$ cat src/rtl/camera_init_pkg.sv
// Shared types for the camera register-init sequencer.
//   opcode_e  : table entry opcodes
//   state_e   : sequencer FSM states
//   ERR_*     : err_code_o values
//   entry_*() : field extraction from a zero-extended table entry {op, reg, val}
package camera_init_pkg;

  typedef enum logic [1:0] {
    OP_WRITE        = 2'b00,
    OP_WRITE_VERIFY = 2'b01,
    OP_DELAY        = 2'b10,
    OP_END          = 2'b11
  } opcode_e;

  typedef enum logic [3:0] {
    ST_IDLE, ST_FETCH, ST_DECODE, ST_ISSUE_WR, ST_WAIT_WR, ST_ISSUE_RD,
    ST_WAIT_RD, ST_COMPARE, ST_DELAY, ST_DONE, ST_FAIL
  } state_e;

  localparam logic [1:0] ERR_NONE     = 2'd0;
  localparam logic [1:0] ERR_NACK     = 2'd1;
  localparam logic [1:0] ERR_MISMATCH = 2'd2;
  localparam logic [1:0] ERR_OVERRUN  = 2'd3;

  // Widest supported entry: 2-bit op, 16-bit reg, 16-bit val.
  localparam int unsigned ENTRY_MAX_W = 34;
  typedef logic [ENTRY_MAX_W-1:0] entry_t;

  function automatic opcode_e entry_op(input entry_t e, input int unsigned reg_w,
                                       input int unsigned val_w);
    entry_t s;
    s = e >> (reg_w + val_w);
    return opcode_e'(s[1:0]);
  endfunction

  function automatic logic [15:0] entry_reg(input entry_t e, input int unsigned reg_w,
                                            input int unsigned val_w);
    entry_t      s;
    logic [15:0] m;
    s = e >> val_w;
    m = '1;
    m = m >> (16 - reg_w);
    return s[15:0] & m;
  endfunction

  function automatic logic [15:0] entry_val(input entry_t e, input int unsigned val_w);
    logic [15:0] m;
    m = '1;
    m = m >> (16 - val_w);
    return e[15:0] & m;
  endfunction

endpackage

$ cat src/rtl/init_delay_timer.sv
// Down-counter for DELAY table entries.
//   load    : capture count (ticks) and start timing
//   count   : delay in ticks of TICK_CYCLES clock cycles
//   expired : high once count*TICK_CYCLES cycles have elapsed since load
module init_delay_timer #(
  parameter int unsigned VAL_W       = 8,
  parameter int unsigned TICK_CYCLES = 27000
) (
  input  logic             sys_clk,
  input  logic             sys_rst_n,
  input  logic             load,
  input  logic [VAL_W-1:0] count,
  output logic             expired
);

  localparam int unsigned CNT_W = VAL_W + $clog2(TICK_CYCLES);

  logic [CNT_W-1:0] r_cnt;
  logic [CNT_W-1:0] w_load_val;

  // Loaded with N-1 so that the waiting state lasts exactly N cycles.
  assign w_load_val = (count == '0) ? '0
                    : CNT_W'(count) * CNT_W'(TICK_CYCLES) - CNT_W'(1);

  always_ff @(posedge sys_clk or negedge sys_rst_n) begin
    if (!sys_rst_n)         r_cnt <= '0;
    else if (load)          r_cnt <= w_load_val;
    else if (r_cnt != '0)   r_cnt <= r_cnt - CNT_W'(1);
  end

  assign expired = (r_cnt == '0) && !load;

endmodule

$ cat src/rtl/sccb_init_sequencer.sv
// Camera register-init sequencer: walks a {op, reg, val} table ROM and issues
// one SCCB/I2C transaction per entry, with readback verify, delays, bounded
// retry and error reporting.
//   sys_clk/sys_rst_n        : clock, async active-low reset
//   start_i                  : start pulse (ignored while busy)
//   rom_addr_o/rom_data_i    : table ROM port, 1-cycle read latency
//   txn_*                    : transaction request/response to the bus FSM
//   busy_o/done_o/error_o    : sequence status
//   err_code_o/err_addr_o    : failure cause and failing entry address
module sccb_init_sequencer
  import camera_init_pkg::*;
#(
  parameter int unsigned      REG_W       = 8,
  parameter int unsigned      VAL_W       = 8,
  parameter int unsigned      ROM_AW      = 8,
  parameter int unsigned      TICK_CYCLES = 27000,
  parameter int unsigned      MAX_RETRY   = 3,
  parameter logic [VAL_W-1:0] VERIFY_MASK = '1
) (
  input  logic                   sys_clk,
  input  logic                   sys_rst_n,
  input  logic                   start_i,
  output logic [ROM_AW-1:0]      rom_addr_o,
  input  logic [2+REG_W+VAL_W-1:0] rom_data_i,
  output logic                   txn_valid_o,
  input  logic                   txn_ready_i,
  output logic                   txn_write_o,
  output logic [REG_W-1:0]       txn_reg_o,
  output logic [VAL_W-1:0]       txn_wdata_o,
  input  logic                   txn_done_i,
  input  logic                   txn_err_i,
  input  logic [VAL_W-1:0]       txn_rdata_i,
  output logic                   busy_o,
  output logic                   done_o,
  output logic                   error_o,
  output logic [1:0]             err_code_o,
  output logic [ROM_AW-1:0]      err_addr_o
);

  localparam int unsigned RETRY_W = (MAX_RETRY > 0) ? $clog2(MAX_RETRY + 1) : 1;

  state_e             r_state, w_state_nxt;
  logic [ROM_AW-1:0]  r_addr, r_err_addr;
  logic [RETRY_W-1:0] r_retry;
  opcode_e            r_op;
  logic [REG_W-1:0]   r_reg;
  logic [VAL_W-1:0]   r_val, r_rdata;
  logic [1:0]         r_err_code, w_fail_code;

  entry_t             w_entry;
  opcode_e            w_op;
  logic [REG_W-1:0]   w_reg;
  logic [VAL_W-1:0]   w_val;
  logic               w_start, w_advance, w_retry, w_can_retry, w_last_addr;
  logic               w_mismatch, w_expired, w_timer_load;

  assign w_entry     = entry_t'(rom_data_i);
  assign w_op        = entry_op(w_entry, REG_W, VAL_W);
  assign w_reg       = REG_W'(entry_reg(w_entry, REG_W, VAL_W));
  assign w_val       = VAL_W'(entry_val(w_entry, VAL_W));
  assign w_last_addr = (r_addr == '1);
  assign w_can_retry = (r_retry < RETRY_W'(MAX_RETRY));
  assign w_mismatch  = ((r_rdata ^ r_val) & VERIFY_MASK) != '0;
  assign w_timer_load = (r_state == ST_DECODE) && (w_op == OP_DELAY);

  init_delay_timer #(
    .VAL_W       (VAL_W),
    .TICK_CYCLES (TICK_CYCLES)
  ) u_delay (
    .sys_clk   (sys_clk),
    .sys_rst_n (sys_rst_n),
    .load      (w_timer_load),
    .count     (w_val),
    .expired   (w_expired)
  );

  always_ff @(posedge sys_clk or negedge sys_rst_n) begin
    if (!sys_rst_n) r_state <= ST_IDLE;
    else            r_state <= w_state_nxt;
  end

  // Per-state decisions raise advance/retry; the common next-entry and retry
  // resolution is applied once after the case.
  always_comb begin
    w_state_nxt = r_state;
    w_start     = 1'b0;
    w_advance   = 1'b0;
    w_retry     = 1'b0;
    w_fail_code = ERR_NONE;
    case (r_state)
      ST_IDLE, ST_DONE, ST_FAIL: if (start_i) begin
        w_start     = 1'b1;
        w_state_nxt = ST_FETCH;
      end
      ST_FETCH:  w_state_nxt = ST_DECODE;
      ST_DECODE: case (w_op)
        OP_WRITE, OP_WRITE_VERIFY: w_state_nxt = ST_ISSUE_WR;
        OP_DELAY: if (w_val == '0) w_advance = 1'b1;
                  else             w_state_nxt = ST_DELAY;
        default:  w_state_nxt = ST_DONE;
      endcase
      ST_ISSUE_WR: if (txn_ready_i) w_state_nxt = ST_WAIT_WR;
      ST_WAIT_WR: if (txn_done_i) begin
        if (txn_err_i) begin
          w_retry     = 1'b1;
          w_fail_code = ERR_NACK;
        end else if (r_op == OP_WRITE_VERIFY) w_state_nxt = ST_ISSUE_RD;
        else                                  w_advance   = 1'b1;
      end
      ST_ISSUE_RD: if (txn_ready_i) w_state_nxt = ST_WAIT_RD;
      ST_WAIT_RD: if (txn_done_i) begin
        if (txn_err_i) begin
          w_retry     = 1'b1;
          w_fail_code = ERR_NACK;
        end else w_state_nxt = ST_COMPARE;
      end
      ST_COMPARE: if (w_mismatch) begin
        w_retry     = 1'b1;
        w_fail_code = ERR_MISMATCH;
      end else w_advance = 1'b1;
      ST_DELAY: if (w_expired) w_advance = 1'b1;
      default:  w_state_nxt = ST_IDLE;
    endcase
    if (w_advance) begin
      if (w_last_addr) begin
        w_state_nxt = ST_FAIL;
        w_fail_code = ERR_OVERRUN;
      end else begin
        w_state_nxt = ST_FETCH;
      end
    end
    if (w_retry) w_state_nxt = w_can_retry ? ST_ISSUE_WR : ST_FAIL;
  end

  always_comb begin
    txn_valid_o = (r_state == ST_ISSUE_WR) || (r_state == ST_ISSUE_RD);
    txn_write_o = (r_state == ST_ISSUE_WR) || (r_state == ST_WAIT_WR);
    busy_o      = !((r_state == ST_IDLE) || (r_state == ST_DONE) || (r_state == ST_FAIL));
    done_o      = (r_state == ST_DONE);
    error_o     = (r_state == ST_FAIL);
  end

  always_ff @(posedge sys_clk or negedge sys_rst_n) begin
    if (!sys_rst_n) begin
      r_addr     <= '0;
      r_retry    <= '0;
      r_op       <= OP_WRITE;
      r_reg      <= '0;
      r_val      <= '0;
      r_rdata    <= '0;
      r_err_code <= ERR_NONE;
      r_err_addr <= '0;
    end else begin
      if (w_start) begin
        r_addr     <= '0;
        r_retry    <= '0;
        r_err_code <= ERR_NONE;
        r_err_addr <= '0;
      end
      if (r_state == ST_DECODE) begin
        r_op  <= w_op;
        r_reg <= w_reg;
        r_val <= w_val;
      end
      if ((r_state == ST_WAIT_RD) && txn_done_i) r_rdata <= txn_rdata_i;
      if (w_advance && !w_last_addr) begin
        r_addr  <= r_addr + ROM_AW'(1);
        r_retry <= '0;
      end
      if (w_retry && w_can_retry) r_retry <= r_retry + RETRY_W'(1);
      if ((w_state_nxt == ST_FAIL) && (r_state != ST_FAIL)) begin
        r_err_code <= w_fail_code;
        r_err_addr <= r_addr;
      end
    end
  end

  assign rom_addr_o  = r_addr;
  assign txn_reg_o   = r_reg;
  assign txn_wdata_o = r_val;
  assign err_code_o  = r_err_code;
  assign err_addr_o  = r_err_addr;

endmodule

$ cat config.mk
export PLATFORM = sky130hd
export DESIGN_NAME = sccb_init_sequencer
export DESIGN_NICKNAME = d
export VERILOG_FILES = /design/src/rtl/camera_init_pkg.sv /design/src/rtl/init_delay_timer.sv /design/src/rtl/sccb_init_sequencer.sv
export SDC_FILE = /design/constraint.sdc
export NUM_CORES = 1
export LEC_CHECK = 0
export ABC_AREA = 1
export CAP_MARGIN = 30
export CORE_ASPECT_RATIO = 0.7
export CORE_MARGIN = 2
export CORE_UTILIZATION = 60
export DETAILED_ROUTE_END_ITERATION = 8
export PLACE_DENSITY_LB_ADDON = 0.08
export SYNTH_ARGS = -nofsm -noshare
export SYNTH_HDL_FRONTEND = slang
export SYNTH_SLANG_ARGS = --single-unit
$ cat constraint.sdc
create_clock -name sys_clk -period 3 [get_ports sys_clk]
set_input_delay 0.45 -clock sys_clk [delete_from_list [all_inputs] [get_ports sys_clk]]
set_output_delay 0.45 -clock sys_clk [all_outputs]
set_load 0.01 [all_outputs]
==> impl_results.md <==
- Worst skew pair latency: 330 ps
- Post-Synthesis Cells: 1,003
- # rows: 32
- Final Hold Vio Count: 0
- Register area share after synthesis: 26.2%
- Compound-Gate Fraction of Synth Area: 7.80%
- P per Cell Area: 1020 nW/um^2
- GR Overflow Total: 0
- Total CTS buffers: 9
- Status: finished, violations left
- Layout cells sized above 1: 26.3%
- Synth top area cells: dfrtp_1, nand2_1, ha_1
- Final worst slack: -1130 ps
- Synth warn: 0
- Final worst-path cycle share: 138%
- Routed met2 length: 10.1 mm
- Slew margin rel.: 38.3%
- Arr. time, crit path: 4390 ps
- GPL Wtd Cong: 0.956
- Mux share of post-synthesis cell area: 0%
- Post-Synth Simple-Gate Area: 32.8%
- Min cycle time layout: 4130 ps
- RSZ-0062 raised after global routing: yes
- WL met1: 9.66 mm
- Register area: 1830 um^2
- Flop pwr share: 18.3%
- Synth Area in Adders: 18.1%
- Wire length per cell: 16.5 um
- Post-CTS Hold Buffers: 0
- Synth Flop Type: dfrtp_1
- Setup Viol. Count Final: 16
- Failing checks: setup timing
- Met3 wire length: 1.74 mm
- Net switching power: 4740 uW
- Leading cell type in the layout, fill and taps excluded: nand2_1
- Synth Area in XOR/XNOR: 3.27%
- Placed cell areas: 8580 um^2
- Most frequent cells in the layout: nand2_1, inv_1, buf_4
- Max_cap viols: 0
- Final HPWL DP: 15.4 mm
- CP peak stage delay: 570 ps
- 1st-iter DRT viols: 685
- Number of buffers on the longest clock path: 2
- Final hold slack: 233 ps
- Multi-input gate area: 4950 um^2
- Largest family of logic cells by synthesized area: simple AND/OR/NAND/NOR gates
- Total wire length after detailed routing: 22.0 mm
- Cell area after synthesis: 6960 um^2
- Clk sink count: 73
- FILL cells: 658
- Leading area contributor after synthesis: dfrtp_1
- Largest net degree at the start of global routing: 74
- Switching share of power: 48.9%
- PortBufs: 70
- Comb power frac: 70.6%
- Nature of the critical path endpoint: register
- Clock power frac: 11.1%
- Nets: 1,293
- Initial Util: 62.3%
- Syn_area_per_cell: 6.94 um^2
- Worst Reg-to-Reg Cells: 15
- Post-synth EDFFs: 0
- Clock skew: 7.05 ps
- CTS tree: done
- Layout Utilization: 85.4%
- Crit-path slowest cell: fa_2
- Fmax achieved: 242 MHz
- Routed vias: 7,356
- Worst-margin pin slew: 925 ps
- Highest layer used for signal routing: met4
- Core Area: 11,200 um^2
- Final setup TNS: -13,940 ps
- Antenna Nets Post-Route: 0
- Die area: 12,500 um^2
- IO Pins: 71
- Leakage Power: 0.00484 uW
- Hold Path Class: in2async
- Ant diodes: 0
- Syn_nets: 1,121
- Vias in the first global route: 6,813
- Pins Over Slew Limit: 0
- Die Wd: 133 um
- CP Class: in2reg
- Crit-path cells: buf_8 > fa_1 > inv_2 > fa_1 > fa_1 > fa_2 > inv_2 > ha_4 > buf_4 > nand3_1 > nand2_2 > nand3_2 > nor2_4 > buf_6 > inv_2 > o21ai_1 > nand3_1 > a21oi_2
- Total track usage: 33.3%
- CP Max Fanout: 4
- H-Tree Depth: 3
- DR DRC count: 0
- Pint: 4940 uW
- Area Overhead vs Synth: 37.0%
- Root buf cell: clkbuf_16
- First-pass GRT wire length: 33.1 mm
- Die H: 94.1 um
- Vias per inst: 5.52
- Number of synthesized register bits: 73
- Reg clk slew, reported paths: 60 ps
- WP data required: 3250 ps
- Fraction of registers with async set or reset after synthesis: 100%
- TritonRoute pass-1 iters: 5
- Netlist cell types: 46
- Antenna violations before repair: 0
- Peak ir drop on the vdd network: 0.000672 V
- Final instance area: 9540 um^2
- Critical path launch point type: input pin
- Area share of the largest cell type after synthesis: 26.2%
## cell usage after synthesis, drive strengths merged, types with 3 or more instances
master	n
a21oi	39
and2	3
buf	7
clkbuf	4
clkinv	5
dfrtp	73
fa	25
ha	61
inv	197
nand2	299
nand3	85
nand4	11
nor2	85
nor3	15
nor4	3
o21ai	46
o22ai	4
or2	3
xnor2	5
xor2	21
## flip-flops by register name (all words and copies together), names as in the netlist
signal / flops
r_state: 4
u_delay.r_cnt: 23
r_op: 2
txn_wdata_o: 8
r_rdata: 8
txn_reg_o: 8
err_code_o: 2
err_addr_o: 8
r_retry: 2
rom_addr_o: 8
## critical path, delay by kind of cell
| kind | cells | cell delay [ps] |
|---|---|---|
| AO/OA/AOI/OAI | 2 | 330 |
| adder cells (fa/ha/maj) | 5 | 2400 |
| buffers and inverters | 6 | 540 |
| AND/OR/NAND/NOR | 5 | 660 |
## stage by stage
stage	cells	total power [uW]	setup slack, ps
floorplan	1003	5190	-932
global placement	1305	7130	-1650
detailed placement	1305	7270	-1820
CTS	1325	8840	-1050
global route	1333	10400	-1210
finish	1333	9680	-1130
## repair_timing
| item | in CTS | in global routing |
|---|---|---|
| setup buffers | 4 | 13 |
| endpoints found under the setup margin | 17 | 16 |
| resized for setup | 97 | 77 |
| pin swaps | 47 | 38 |
| cloned | 0 | 0 |
## routing by layer
metal | vias up | global-route usage (%)
met4 | 0 | 7.26
met3 | 44 | 5.56
met2 | 349 | 52.5
li1 | 3481 | -
met1 | 3482 | 48.3
met5 | - | 0
## logic make-up after synthesis
kind of cell | count (synthesis)
flops | 73
fa+ha+maj | 86
simple gates | 505
buf+inv | 213
compound gates | 100
xor+xnor | 26
## cell type report
class	instances	area share (%)
clock inverter	3	0.420
timing repair buffer	172	15.9
sequential	73	19.1
clock buffer	13	2.62
multi-input combinational	717	51.9
tap	153	2.01
inverter	202	8.05
## power groups by stage
stage	logic, uW	clock network [uW]	registers, uW
after floorplan	3430	0	1760
after global placement	5390	0	1740
after detailed placement	5530	0	1750
after CTS	6020	1070	1750
after global routing	7420	1130	1810
final	6840	1070	1770
## path summary, 6_finish.rpt
check | from | end | slack (ps)
worst max-delay path | rom_data_i[7] | u_delay.r_cnt[14]$_DFFE_PN0P_ | -1130
worst min-delay path | sys_rst_n | u_delay.r_cnt[21]$_DFFE_PN0P_ | 230
worst max register to register | r_state[1]$_DFF_PN0_ | err_addr_o[4]$_DFFE_PN0P_ | 450
worst min register to register | txn_reg_o[0]$_DFFE_PN0P_ | txn_reg_o[0]$_DFFE_PN0P_ | 480
max in group asynchronous | sys_rst_n | txn_reg_o[2]$_DFFE_PN0P_ | 2130
min in group sys_clk | txn_reg_o[0]$_DFFE_PN0P_ | txn_reg_o[0]$_DFFE_PN0P_ | 480
Power figures use the tool's default switching activity.
